===== config.mk =====
export PLATFORM = sky130hd
export DESIGN_NAME = fetch_stage
export DESIGN_NICKNAME = d
export VERILOG_FILES = /design/src/rtl/fetch_stage.sv
export SDC_FILE = /design/constraint.sdc
export NUM_CORES = 1
export LEC_CHECK = 0
export BUFFER_PORTS_ARGS = -buffer_cell sky130_fd_sc_hd__buf_2
export CAP_MARGIN = 20
export CORE_MARGIN = 4
export CORE_UTILIZATION = 30
export CTS_BUF_LIST = sky130_fd_sc_hd__clkbuf_8
export CTS_CLUSTER_DIAMETER = 200
export DETAILED_ROUTE_END_ITERATION = 12
export PLACE_DENSITY = 0.56
export SLEW_MARGIN = 30
export SYNTH_ARGS = -nofsm -noshare
export SYNTH_HDL_FRONTEND = slang
export SYNTH_SLANG_ARGS = --single-unit

===== constraint.sdc =====
create_clock -name clk -period 3.9 [get_ports clk]
set_clock_uncertainty 0.15 [all_clocks]
set_input_delay 1.17 -clock clk [delete_from_list [all_inputs] [get_ports clk]]
set_output_delay 1.17 -clock clk [all_outputs]
set_load 0.05 [all_outputs]

===== src/rtl/fetch_stage.sv =====
// Instruction-fetch stage: owns the fetch PC, issues word reads and loads the IF/ID register.
// Build option: define BRANCH_DELAY_SLOT_EN for MIPS delay-slot redirects (default: redirect kills).
module fetch_stage #(
  parameter logic [31:0] RESET_PC = 32'h0000_3000
) (
  input  logic        clk,
  input  logic        rst,
  input  logic        stall,
  input  logic        redirect,
  input  logic [31:0] redirect_pc,
  output logic [31:0] IF_PC,
  output logic        imem_req,
  output logic [31:0] imem_addr,
  input  logic        imem_ready,
  input  logic        imem_rvalid,
  input  logic [31:0] imem_rdata,
  output logic [31:0] ID_PC,
  output logic [31:0] ID_instr,
  output logic        ID_valid,
  output logic        misalign
);

  typedef enum logic [1:0] {RST, ISSUE, WAIT, HOLD} state_e;

  state_e      state_q, state_d;
  logic [31:0] pc_q, pc_d;
  logic [31:0] id_pc_q, id_pc_d;
  logic [31:0] id_instr_q, id_instr_d;
  logic        id_valid_q, id_valid_d;
  logic        misalign_q, misalign_d;
  logic        kill_q, kill_d;
  logic [31:0] hold_q, hold_d;
  logic        redir_ok;
  logic        kill_now;
  logic        deliver;
  logic [31:0] word;
  logic [31:0] target;

  // Redirect is meaningless before the first fetch and is overridden by stall.
  assign redir_ok = redirect && !stall && (state_q != RST);
  assign target   = {redirect_pc[31:2], 2'b00};

`ifdef BRANCH_DELAY_SLOT_EN
  logic [31:0] pend_q, pend_d;
  logic        pend_vld_q, pend_vld_d;
  assign kill_now = 1'b0;
`else
  assign kill_now = redir_ok;
`endif

  always_comb begin
    state_d    = state_q;
    pc_d       = pc_q;
    id_pc_d    = id_pc_q;
    id_instr_d = id_instr_q;
    id_valid_d = id_valid_q;
    misalign_d = 1'b0;
    kill_d     = kill_q;
    hold_d     = hold_q;
    deliver    = 1'b0;
    word       = imem_rdata;
`ifdef BRANCH_DELAY_SLOT_EN
    pend_d     = pend_q;
    pend_vld_d = pend_vld_q;
`endif

    case (state_q)
      RST: state_d = ISSUE;
      ISSUE: begin
        // An accepted request cannot be recalled, so a same-cycle kill must consume its response.
        if (imem_ready) begin
          state_d = WAIT;
          kill_d  = kill_now;
        end
      end
      WAIT: begin
        if (imem_rvalid) begin
          if (kill_q || kill_now) begin
            kill_d  = 1'b0;
            state_d = ISSUE;
          end else if (stall) begin
            hold_d  = imem_rdata;
            state_d = HOLD;
          end else begin
            deliver = 1'b1;
          end
        end else if (kill_now) begin
          kill_d = 1'b1;
        end
      end
      HOLD: begin
        if (kill_now) begin
          state_d = ISSUE;
        end else if (!stall) begin
          deliver = 1'b1;
          word    = hold_q;
        end
      end
      default: state_d = RST;
    endcase

    if (deliver) begin
      id_pc_d    = pc_q;
      id_instr_d = word;
      id_valid_d = 1'b1;
      pc_d       = pc_q + 32'd4;
      state_d    = ISSUE;
    end

`ifdef BRANCH_DELAY_SLOT_EN
    // The slot instruction is the next one delivered; the target takes effect after it.
    if (deliver) begin
      pend_vld_d = 1'b0;
      if (pend_vld_q) pc_d = pend_q;
    end
    if (redir_ok) begin
      misalign_d = |redirect_pc[1:0];
      if (deliver) begin
        pc_d = target;
      end else begin
        pend_d     = target;
        pend_vld_d = 1'b1;
      end
    end
`else
    if (redir_ok) begin
      pc_d       = target;
      id_valid_d = 1'b0;
      misalign_d = |redirect_pc[1:0];
    end
`endif
  end

  always_ff @(posedge clk) begin
    if (rst) begin
      state_q    <= RST;
      pc_q       <= RESET_PC;
      id_pc_q    <= 32'd0;
      id_instr_q <= 32'd0;
      id_valid_q <= 1'b0;
      misalign_q <= 1'b0;
      kill_q     <= 1'b0;
      hold_q     <= 32'd0;
`ifdef BRANCH_DELAY_SLOT_EN
      pend_q     <= 32'd0;
      pend_vld_q <= 1'b0;
`endif
    end else begin
      state_q    <= state_d;
      pc_q       <= pc_d;
      id_pc_q    <= id_pc_d;
      id_instr_q <= id_instr_d;
      id_valid_q <= id_valid_d;
      misalign_q <= misalign_d;
      kill_q     <= kill_d;
      hold_q     <= hold_d;
`ifdef BRANCH_DELAY_SLOT_EN
      pend_q     <= pend_d;
      pend_vld_q <= pend_vld_d;
`endif
    end
  end

  assign IF_PC     = pc_q;
  assign imem_req  = (state_q == ISSUE);
  assign imem_addr = pc_q;
  assign ID_PC     = id_pc_q;
  assign ID_instr  = id_instr_q;
  assign ID_valid  = id_valid_q;
  assign misalign  = misalign_q;

endmodule


[Word level (Yosys, flattened, before mapping)]
Cells that the tools add are included.
Word-level totals
  register bits after elaboration: 133
  input bits: 70
  output and inout bits: 131
  logic and storage cells: 64
Operators by class
  $add $sub $neg: 1
  equal/unequal tests: 13
  mux-type cells: 22
  bitwise gates (word level): 2
  reductions and logical operators: 16
Operator list (count)
  32-bit two-way mux: 5
  32-bit by 3-bit adder with 32-bit output (second input constant): 1
  3-bit inequality test (second input constant): 5
  4-bit AND reduction: 3
  2-bit two-way mux: 5
  1-bit two-way mux: 9
  2-bit one-hot mux with 4 select lines: 1
  2-bit OR reduction: 4
  2-bit nonzero test: 3
  2-bit == test (second input constant): 2
  2-bit inequality test (second input constant): 2
  4-bit inequality test (second input constant): 1
  1-bit one-hot mux with 2 select lines: 2
  3-bit by 1-bit inequality test with 1-bit output (second input constant): 1
  3-bit AND reduction: 1
  2-bit by 1-bit == test with 1-bit output (second input constant): 1
  1-bit logical AND: 2
  2-bit logical NOT: 1
  2-bit by 1-bit inequality test with 1-bit output (second input constant): 1
  1-bit inverter: 2
  1-bit logical NOT: 1
  1-bit logical OR: 1

[Depth between registers and ports, before layout]
  depth after elaboration: 9
  depth in mapped cells: 9
  mapped depth without buffers: 7

[Worst setup path after synthesis]
Ideal clock, no wire load.
  path type: input -> register
  start point: input stall
  end point: register pc_q[7] (netlist: IF_PC[7])
  setup time: 0.079 ns
  arrival time: 2.362 ns
  slack: 1.309 ns
  cell stages on the path: 5
  path through: clkbuf_1 a211o_1 or3_1 xor2_1 a211oi_2
On the way
  word-level cells in the longest chain between the ends: 8
RTL lines
  start: declaration: line 8  | input logic stall,
  1-bit logical NOT
  1-bit logical AND (2 in a row): line 40  | assign redir_ok = redirect && !stall && (state_q != RST);
  1-bit logical OR: line 78  | if (kill_q || kill_now) begin
  1-bit two-way mux: line 78
  1-bit two-way mux: line 77  | if (imem_rvalid) begin
  1-bit one-hot mux with 2 select lines: line 67  | case (state_q)
  2-bit nonzero test (no source line)
  end signal: assignment: line 150  | pc_q <= pc_d;
  end: declaration: line 26  | logic [31:0] pc_q, pc_d;
Several ways; a longest one is shown, not always the timed one.
A chain may end at the register's enable or synchronous reset.

[Worst setup path after layout]
  start point: register state_q[1]
  end point: output imem_req
On the way
  word-level cells in the longest chain between the ends: 1
RTL lines
  start: declaration: line 25  | state_e state_q, state_d;
  start signal: assignment: line 149  | state_q <= state_d;
  2-bit by 1-bit == test with 1-bit output: line 165  | assign imem_req = (state_q == ISSUE);
  end: declaration: line 12  | output logic imem_req,
No other way between the ends.

==> qor.txt <==
Setup crit end - imem_req
final worst path period share - 0.701
final wirelength - 18.8 mm
gpl congestion - 0.783
syn avg cell area - 7.55 um^2
Area growth syn-to-layout - 22.9%
hold buffer count at cts - 0
Slew HR - 0.531
Yosys warnings - 0
status - completed
pin count of the biggest net entering global routing - 55
PD cells - 475 nW/um^2
Initial Utilization - 0.309
Final Hold Vio Count - 0
Core Util, Final - 0.380
CP startpoint - state_q[1]$_SDFFE_PP0P_
# port buffers - 194
cts bufs inserted - 17
post-synth top area share - 0.422
clk_lat worst skew - 0.44 ns
vias after detailed routing - 5888
initial antenna violation count - 0
RR Startpoint - state_q[0]$_SDFFE_PP0P_
Yosys reg bits - 129
asr flop ratio synth - 0
Die ar. - 22700 um^2
Fill cells - 2139
Min Clock Period, post-route - 2.73 ns
Crit Path Category - flip-flop to primary output
max-cap violations - 0
top cells by area, synth - dfxtp_1 42%, nor2_1 9.9%, a21oi_1 9.0%, nand2_1 7.9%, buf_4 4.5%
worst-margin pin slew - 0.699 ns
reg-to-reg endpoint - IF_PC[19]$_SDFFE_PP0P_
Finished Cell Area - 7520 um^2
total iterations of the first detailed-routing run - 5
Sw Ratio - 0.370
Primary FF master, synth - dfxtp_1
Wirelength per Cell - 15.3 um
# H-tree levels - 4
row count - 51
Net Sw Power - 1.32 mW
Critical Path Source Type - flip-flop
setup bufs post-CTS - 0
Root Buffer - clkbuf_8
reg2reg path depth - 8
RSZ-0062 raised after global routing - no
number of global-route vias before repair - 5520
leak pwr - 3.25 nW
fraction of layout cells with a size suffix above 1 - 0.265
sequential-to-total area share from yosys stat - 0.422
most frequent cells in the layout - 193 x buf_2, 160 x nor2_1, 129 x dfxtp_1, 129 x nand2_1, 110 x a21oi_1
Mapped Area - 6120 um^2
IR Drop Worst-Case VDD - 208 uV
Distinct cells, synth - 58
Logic pwr share - 0.259
DP Area - 7120 um^2
drt initial violations - 257
remaining global-route overflow - 0
Slew Viols, Final - 0
crit end category - primary output
Routed Antenna Nets - 0
internal power - 2.25 mW
reg2reg setup slack - 1.34 ns
die width - 151 um
Yosys top cell by area - dfxtp_1
Post-Syn Instances - 810
final net count - 1031
final setup fails - 0
multi-input logic area - 3040 um^2
CP Data Arrival Time - 1.41 ns
commonest non-fill, non-tap cell in the layout - buf_2
Clock Sinks - 129
Post-synth EDFFs - 0
clk buf depth - 2
CTS clk-pin slew, worst paths - 0.08 ns
clock share of power - 0.323
Post-DP HPWL - 12.9 mm
Post-CTS Resized - 0
GRT Total Usage - 0.165
Core Area - 19800 um^2
drt drc - 0
I/O pins - 201
crit path max fanout - 4
fmax - 366 MHz
Register Area - 2580 um^2
Via density - 4.77
overall die height - 151 um
first-pass GRT wire length - 29.4 mm
CP required - 2.58 ns
Flop pwr share - 0.418
TritonCTS clock tree - yes
hold slack final - 0.302 ns
Setup TNS - 0 ns
Hold Path Class - flip-flop to flip-flop
## cells by family (layout without fill, tap and decap cells)
group,Yosys count,in the layout,synth area share
flip-flops,129,129,0.422
adder cells (fa/ha/maj),6,6,0.0123
AND/OR/NAND/NOR,366,366,0.263
other,1,7,0.000613
AO/OA/AOI/OAI,194,194,0.193
buffers and inverters,100,253,0.0873
XOR/XNOR,11,11,0.0158
multiplexers,3,3,0.00532
## registers in the layout, summed over array words and instances (netlist names)
register and cells:
ID_instr 32, hold_q 32, ID_PC 30, IF_PC 30
state_q 2, ID_valid 1, kill_q 1, misalign 1
## power by group through the flow
stage | clock network, mW | logic, mW | registers [mW]
6_report | 1.15 | 0.922 | 1.49
5_1_grt | 1.24 | 0.998 | 1.51
2_1_floorplan | 0 | 0.525 | 1.71
4_1_cts | 1.20 | 0.932 | 1.49
3_3_place_gp | 0 | 0.929 | 1.52
3_5_place_dp | 0 | 0.928 | 1.52
## Yosys cell counts (2+ instances only)
cell         n
nor2_1     162
dfxtp_1    129
nand2_1    129
a21oi_1    110
buf_4       37
o21a_1      34
clkbuf_1    32
buf_2       16
nand4_1     14
o21ai_0     13
nand3_1     12
xor2_1       9
a211oi_1     8
and3_1       8
inv_1        8
nor3_1       8
buf_1        7
ha_1         6
a31oi_1      5
and2_1       4
and4_1       4
nor4_1       4
a22oi_1      3
nand2b_1     3
nor3_2       3
nor3b_1      3
or3_1        3
a211oi_2     2
a222oi_1     2
a2bb2oi_1    2
nor2b_1      2
xnor2_1      2
## how the worst min path moves through the flow
| stage | to | cells past startpoint | start | slack (ns) |
|---|---|---|---|---|
| finish | ID_PC[28]$_SDFFE_PP0P_ | 2 | ID_PC[28]$_SDFFE_PP0P_ | 0.30 |
| CTS | ID_PC[19]$_SDFFE_PP0P_ | 2 | ID_PC[19]$_SDFFE_PP0P_ | 0.30 |
| global placement | ID_PC[21]$_SDFFE_PP0P_ | 2 | ID_PC[21]$_SDFFE_PP0P_ | 0.29 |
| global route | ID_PC[19]$_SDFFE_PP0P_ | 2 | ID_PC[19]$_SDFFE_PP0P_ | 0.32 |
| detailed placement | ID_PC[19]$_SDFFE_PP0P_ | 2 | ID_PC[19]$_SDFFE_PP0P_ | 0.29 |
| floorplan | hold_q[0]$_SDFFE_PP0P_ | 2 | hold_q[0]$_SDFFE_PP0P_ | 0.29 |
## through the flow
step / total power, mW / setup slack, ns / instances
2_1_floorplan: 2.24 / 1.31 / 815
3_3_place_gp: 2.45 / 0.826 / 1201
3_5_place_dp: 2.45 / 0.785 / 1201
4_1_cts: 3.62 / 1.13 / 1233
5_1_grt: 3.75 / 1.11 / 1233
6_report: 3.57 / 1.17 / 1234
## metal layers
metal	global-route usage	vias up	routed length, um
li1	-	2976	-
met2	0.276	200	8820
met4	0.0440	0	211
met1	0.210	2694	8320
met5	0	-	0
met3	0.0434	18	1480
## worst max-delay path, cell delays in order, from the launching register on
cell,delay [ns]
dfxtp_1,0.33
inv_1,0.12
ha_1,0.23
buf_2,0.29
## area by class of cell
cell class,instances,area share
inverter,8,0.00399
antenna,1,0.000333
timing repair buffer,213,0.152
clock inverter,12,0.0155
tap,265,0.0441
clock buffer,20,0.0366
sequential,129,0.344
multi-input combinational,586,0.404
(Power assumes the default switching activity.)
